File: src/rtl/ws2811_rx.sv
// ws2811_rx: WS2811/WS2812 NRZ bitstream decoder producing indexed 24-bit pixels.
// Ports:
//    clk, reset           system clock, synchronous active-high reset
//    din                  asynchronous LED data line
//    red, green, blue     colour of the last decoded pixel
//    address              index of that pixel within the current frame
//    pixel_valid          one-cycle strobe when a pixel is emitted
//    frame_done           one-cycle strobe on a latch gap after >=1 pixel
//    bit_error            one-cycle strobe on glitch, overlong high or truncated pixel
module ws2811_rx #(
   parameter int ADDR_W        = 8,
   parameter int MIN_HIGH      = 4,
   parameter int BIT_THRESHOLD = 26,
   parameter int MAX_HIGH      = 100,
   parameter int RESET_CYCLES  = 2500
) (
   input  logic              clk,
   input  logic              reset,
   input  logic              din,
   output logic [7:0]        red,
   output logic [7:0]        green,
   output logic [7:0]        blue,
   output logic [ADDR_W-1:0] address,
   output logic              pixel_valid,
   output logic              frame_done,
   output logic              bit_error
);
   localparam int LW = $clog2(RESET_CYCLES + 1);
   localparam int HW = $clog2(MAX_HIGH + 2);
   typedef enum logic [1:0] {SYNC, IDLE, HIGH} state_t;
   state_t            state;
   logic              d1, din_s;
   logic [LW-1:0]     lcnt;
   logic [HW-1:0]     hcnt;
   logic [23:0]       sr;
   logic [4:0]        bcnt;
   logic [ADDR_W-1:0] idx;
   logic              got_pix;
   logic              bit_v;
   logic [23:0]       px;
   assign bit_v = hcnt >= HW'(BIT_THRESHOLD);
   assign px    = {sr[22:0], bit_v};
   always_ff @(posedge clk) begin
      if (reset) begin
         d1          <= 1'b0;
         din_s       <= 1'b0;
         state       <= SYNC;
         lcnt        <= '0;
         hcnt        <= '0;
         sr          <= '0;
         bcnt        <= '0;
         idx         <= '0;
         got_pix     <= 1'b0;
         red         <= '0;
         green       <= '0;
         blue        <= '0;
         address     <= '0;
         pixel_valid <= 1'b0;
         frame_done  <= 1'b0;
         bit_error   <= 1'b0;
      end else begin
         d1          <= din;
         din_s       <= d1;
         pixel_valid <= 1'b0;
         frame_done  <= 1'b0;
         bit_error   <= 1'b0;
         case (state)
            // Leaving SYNC parks the low counter at its saturation value so
            // the gap that got us here never fires a latch strobe.
            SYNC: begin
               if (din_s) lcnt <= '0;
               else if (lcnt == LW'(RESET_CYCLES - 1)) begin
                  lcnt    <= LW'(RESET_CYCLES);
                  state   <= IDLE;
                  bcnt    <= '0;
                  idx     <= '0;
                  got_pix <= 1'b0;
               end else lcnt <= lcnt + LW'(1);
            end
            // IDLE doubles as LOW; a saturated low counter means the latch
            // for this gap has already been handled.
            IDLE: begin
               if (din_s) begin
                  hcnt  <= HW'(1);
                  state <= HIGH;
               end else if (lcnt == LW'(RESET_CYCLES - 1)) begin
                  lcnt       <= LW'(RESET_CYCLES);
                  frame_done <= got_pix;
                  bit_error  <= bcnt != 5'd0;
                  bcnt       <= '0;
                  idx        <= '0;
                  got_pix    <= 1'b0;
               end else if (lcnt != LW'(RESET_CYCLES)) lcnt <= lcnt + LW'(1);
            end
            HIGH: begin
               if (din_s) begin
                  // Current cycle is high number MAX_HIGH+1: stuck line.
                  if (hcnt == HW'(MAX_HIGH)) begin
                     bit_error <= 1'b1;
                     bcnt      <= '0;
                     lcnt      <= '0;
                     state     <= SYNC;
                  end else hcnt <= hcnt + HW'(1);
               end else begin
                  state <= IDLE;
                  lcnt  <= LW'(1);
                  if (hcnt < HW'(MIN_HIGH)) bit_error <= 1'b1;
                  else begin
                     sr <= px;
                     if (bcnt == 5'd23) begin
                        green       <= px[23:16];
                        red         <= px[15:8];
                        blue        <= px[7:0];
                        address     <= idx;
                        pixel_valid <= 1'b1;
                        idx         <= idx + ADDR_W'(1);
                        got_pix     <= 1'b1;
                        bcnt        <= '0;
                     end else bcnt <= bcnt + 5'd1;
                  end
               end
            end
            default: state <= SYNC;
         endcase
      end
   end
endmodule

File: config.mk
export PLATFORM = sky130hd
export DESIGN_NAME = ws2811_rx
export DESIGN_NICKNAME = d
export VERILOG_FILES = /design/src/rtl/ws2811_rx.sv
export SDC_FILE = /design/constraint.sdc
export NUM_CORES = 1
export LEC_CHECK = 0
export BUFFER_PORTS_ARGS = -buffer_cell sky130_fd_sc_hd__buf_2
export CAP_MARGIN = 20
export CORE_MARGIN = 8
export CORE_UTILIZATION = 63
export DETAILED_ROUTE_END_ITERATION = 6
export HOLD_SLACK_MARGIN = 0.1
export PLACE_DENSITY = 0.85
export SYNTH_ARGS = -nofsm -noshare
export SYNTH_HDL_FRONTEND = slang
export SYNTH_SLANG_ARGS = --single-unit
File: constraint.sdc
create_clock -name clk -period 4.2 [get_ports clk]
set_input_delay 0.63 -clock clk [delete_from_list [all_inputs] [get_ports clk]]
set_output_delay 0.63 -clock clk [all_outputs]
set_load 0.01 [all_outputs]
======== Word level (Yosys, flattened, before mapping) ========
Cells that the tools add are included.
operators by class
  add/subtract/negate cells ............... 4
  magnitude comparators ................... 2
  eq/ne operators ......................... 20
  multiplexer cells ....................... 44
  bitwise gates (word level) .............. 5
  reduce and logical (&&, ||, !) cells .... 15
operator list
  kind                                                                                 number
  12-bit two-way mux                                                                   7
  8-bit two-way mux                                                                    5
  12-bit one-hot mux with 3 select lines                                               1
  5-bit two-way mux                                                                    6
  7-bit two-way mux                                                                    3
  2-bit inequality test, second input constant                                         10
  8-bit one-hot mux with 2 select lines                                                1
  4-bit AND reduction                                                                  4
  7-bit one-hot mux with 2 select lines                                                1
  12-bit by 1-bit adder with 12-bit output, second input constant                      1
  12-bit equality test, second input constant                                          1
  12-bit inequality test, second input constant                                        1
  1-bit two-way mux                                                                    11
  2-bit two-way mux                                                                    5
  5-bit one-hot mux with 2 select lines                                                1
  3-bit inequality test, second input constant                                         3
  8-bit by 1-bit adder with 8-bit output, second input constant                        1
  4-bit OR reduction                                                                   2
  7-bit by 1-bit adder with 7-bit output, second input constant                        1
  7-bit equality test, second input constant                                           1
  7-bit by 5-bit greater-or-equal comparator with 1-bit output, second input constant  1
  7-bit by 3-bit less-than comparator with 1-bit output, second input constant         1
  2-bit one-hot mux with 3 select lines                                                1
  6-bit AND reduction                                                                  1
  14 further kinds                                                                     20
storage, ports and cells
  register bits after elaboration ......... 95
  output and inout port bits .............. 35

======== Longest topological paths before layout ========
  word-level depth ........................ 5
  mapped depth ............................ 10
  mapped depth without buffers ............ 7

======== Worst setup path after synthesis ========
No wires, ideal clock.
  path type ............................... register to register
  start point ............................. register lcnt[1]
  end point ............................... register bcnt[3]
  data arrival time ....................... 2.652 ns
  required time ........................... 4.130 ns
  slack ................................... 1.478 ns
  cell stages (with the launch flop) ...... 8
  path buffers ............................ 1
  cell sequence ........................... dfxtp_1 ha_1 or4b_1 o32a_4 or4_1 buf_2 or4_1 a21oi_1
on the way
  longest elaborated chain between the ends .. 3
ends and longest elaborated chain
  element                                                     line    text
  start, declared                                             33      logic [LW-1:0] lcnt;
  start signal, assigned                                      73      lcnt <= LW'(RESET_CYCLES);
  start signal, assigned                                      78      end else lcnt <= lcnt + LW'(1);
  start signal, assigned                                      87      lcnt <= LW'(RESET_CYCLES);
  12-bit equality test                                        72, 86
  2-bit by 1-bit inequality test with 1-bit output (no line)  n/a
  5-bit AND reduction (no line)                               n/a
  end signal, assigned                                        119     end else bcnt <= bcnt + 5'd1;
  end, declared                                               36      logic [4:0] bcnt;
Every way passes these cells.
A chain may end at the register's enable or synchronous reset.

======== Worst setup path in the final report ========
  start point ............................. register lcnt[0]
  end point ............................... register bcnt[3]
Same word-level chain as after synthesis.

==> run_results.csv <==
group,metric,value,unit
global_route,grt_antenna_before_repair,0,
worst_setup_path,start_kind,"flip-flop",
timing,min_period_over_period,70.0,%
global_route,grt_pass1_wl,15.2,mm
global_route,grt_pass1_vias,3402,
worst_setup_path,end_kind,"flip-flop",
final_layout,fillers,511,
timing,finalSetupViolations,0,
floorplanning,start_util,65.0,%
worst_setup_path,worstPathArrival,3.23,ns
synth,async_flop_share,0,%
pwr,peakVddDrop,0.266,mV
min_path,hp-class,"flip-flop to flip-flop",
pwr,p_per_area,366,mW/mm^2
route,vias,3606,
route,drt.antenna.violating_nets,0,
clock_tree,cts.sinks,95,
clock_tree,postCtsHoldBufs,0,
pwr,total_leakage_power,1.70,nW
route,first_iter_violations,252,
worst_setup_path,cp_max_fo,7,
route,via_per_inst,5.81,
clock_tree,htreeDepth,3,
timing,fmax,340,MHz
place,port_buffers,37,
final_layout,syn_to_final_growth,10.1,%
final_layout,fin_util,71.5,%
synth,synthAdderAreaFrac,3.94,%
timing,slew_headroom,45.1,%
synth,ys_types,47,
synth,synth_xor_area_share,1.49,%
timing,rsz0062_at_grt,"false",
global_route,grt_max_degree,48,
timing,skew,0.0116,ns
floorplanning,die-area,0.00939,mm^2
synth,synth_top_family_by_area,"simple AND/OR/NAND/NOR gates",
synth,ys_seq_elements,95,
final_layout,final_nets,555,
route,firstDrtPassIters,4,
synth,synth_mux_area_share,0.758,%
final_layout,layout_common_cells,"nand2_1 (130), dfxtp_1 (95), a21oi_1 (75), buf_2 (37), nor2_1 (25)",
run_status,status,"finished clean",
floorplanning,die_h,96.9,um
synth,seq_area_frac_synth,46.1,%
timing,min_period,2.94,ns
clock_tree,cts_resized,0,
final_layout,layout_commonest_cell,"nand2_1",
synth,synth_compound_area_share,17.7,%
global_route,grtUsageTotal,18.6,%
place,place.detailed.hpwl,6.00,mm
floorplanning,die-width,96.9,um
synth,synth_fp_nets,533,
clock_tree,post_cts_buffers,0,
global_route,overflow,0,
worst_setup_path,cp.required,4.49,ns
synth,syn_avg_cell_area,7.98,um^2
synth,synth_edf_count,0,
clock_tree,numCtsBuffers,9,
route,wirelength,8.76,mm
final_layout,diodes,0,
job,maxCapViolCount,0,
timing,drv_slew,0,
timing,finalSetupTns,0,ns
route,wire_per_inst,14.1,um
synth,synth-simple-area-share,25.9,%
timing,final_hold_viol_count,0,
synth,yosys_warnings,0,
synth,syn_area,0.00413,mm^2
timing,worst_pin_slew,0.824,ns
clock_tree,clock_latency,0.37,ns
synth,synth-main-ff-cell,"dfxtp_1",
place,gp_congestion,0.914,
synth,syn_inst,517,
clock_tree,cts_root_buf,"clkbuf_8",
clock_tree,cts.clk_slew.worst_paths,0.10,ns
floorplanning,core,0.00635,mm^2
worst_setup_path,worstSetupPathType,"flip-flop to flip-flop",
clock_tree,cts_tree,"done",
floorplanning,placementRows,29,
route,drc_errors,0,
clock_tree,clockBufferDepth,2,
pwr,finalPower,1.66,mW
final_layout,drive_gt1_share,11.9,%
floorplanning,ios,38,
registers in the layout, summed over array words and instances (netlist names), 2 cells and up:
name,flops
sr,23
state,2
idx,8
blue,8
hcnt,7
red,8
bcnt,5
address,8
lcnt,12
green,8
worst max-delay path, cell delays in order (launching register included):
cell     delay [ns]
dfxtp_1        0.39
ha_1           0.24
or4b_1         0.53
o32a_4         0.36
or4_1          0.64
or4_1          0.55
a21oi_1        0.16
report_power, final:
part | internal [mW] | leakage, nW | switching [mW]
Clock | 0.246 | 0.101 | 0.344
Sequential | 0.910 | 0.766 | 0.0127
Combinational | 0.0537 | 0.838 | 0.0967
final cells by class:
type | count | area (um^2) | area share (%)
clock buffer | 10 | 138 | 3.03
timing repair buffer | 41 | 235 | 5.18
tap | 77 | 96.3 | 2.12
sequential | 95 | 1900 | 41.9
inverter | 14 | 52.6 | 1.16
clock inverter | 6 | 60.1 | 1.32
multi-input combinational | 378 | 2060 | 45.3
Yosys cell counts, drive strengths merged, types with 4 or more instances:
| cell | count | area share, % |
|---|---|---|
| a211oi | 4 | 0.73 |
| a21o | 4 | 0.73 |
| a21oi | 75 | 9.1 |
| and3 | 8 | 1.2 |
| buf | 4 | 0.39 |
| clkbuf | 26 | 2.4 |
| dfxtp | 95 | 46 |
| ha | 13 | 3.9 |
| inv | 14 | 1.3 |
| nand2 | 130 | 12 |
| nand3 | 15 | 1.8 |
| nand4 | 5 | 0.76 |
| nand4b | 4 | 0.85 |
| nor2 | 25 | 2.3 |
| nor3 | 12 | 1.5 |
| o21ai | 17 | 2.1 |
| or2 | 4 | 0.61 |
| or3 | 5 | 0.76 |
| or4 | 4 | 0.73 |
| xor2 | 7 | 1.5 |
cells by family after synthesis:
kind of cell	Yosys count
fa+ha+maj	13
xor+xnor	7
mux	3
simple gates	231
compound gates	124
buf+inv	44
flops	95
metal layers:
metal | global-route usage, % | vias to the layer above | wire length [um]
met1 | 22.6 | 1666 | 4040
met3 | 4.05 | 14 | 413
met5 | 0 | - | 0
met4 | 7.69 | 0 | 158
met2 | 31.0 | 85 | 4150
li1 | - | 1841 | -
path summary, 6_finish.rpt:
check / start / slack (ns) / cells after the start / to
worst max-delay path: lcnt[0] / 1.26 / 6 / bcnt[3]
worst min-delay path: d1 / 0.45 / 1 / din_s
worst max register to register: lcnt[0] / 1.26 / 6 / bcnt[3]
worst min register to register: d1 / 0.45 / 1 / din_s
per-stage QoR:
| stage | area [um^2] | worst slack, ns | hold WS (ns) | std cells |
|---|---|---|---|---|
| 2_1_floorplan | 4130 | 1.48 | 0.414 | 517 |
| 6_report | 4540 | 1.26 | 0.449 | 621 |
| 3_3_place_gp | 4320 | 1.37 | 0.417 | 604 |
| 5_1_grt | 4540 | 1.14 | 0.468 | 621 |
| 4_1_cts | 4510 | 1.27 | 0.454 | 620 |
| 3_5_place_dp | 4320 | 1.28 | 0.439 | 604 |
Power figures use the tool's default switching activity.
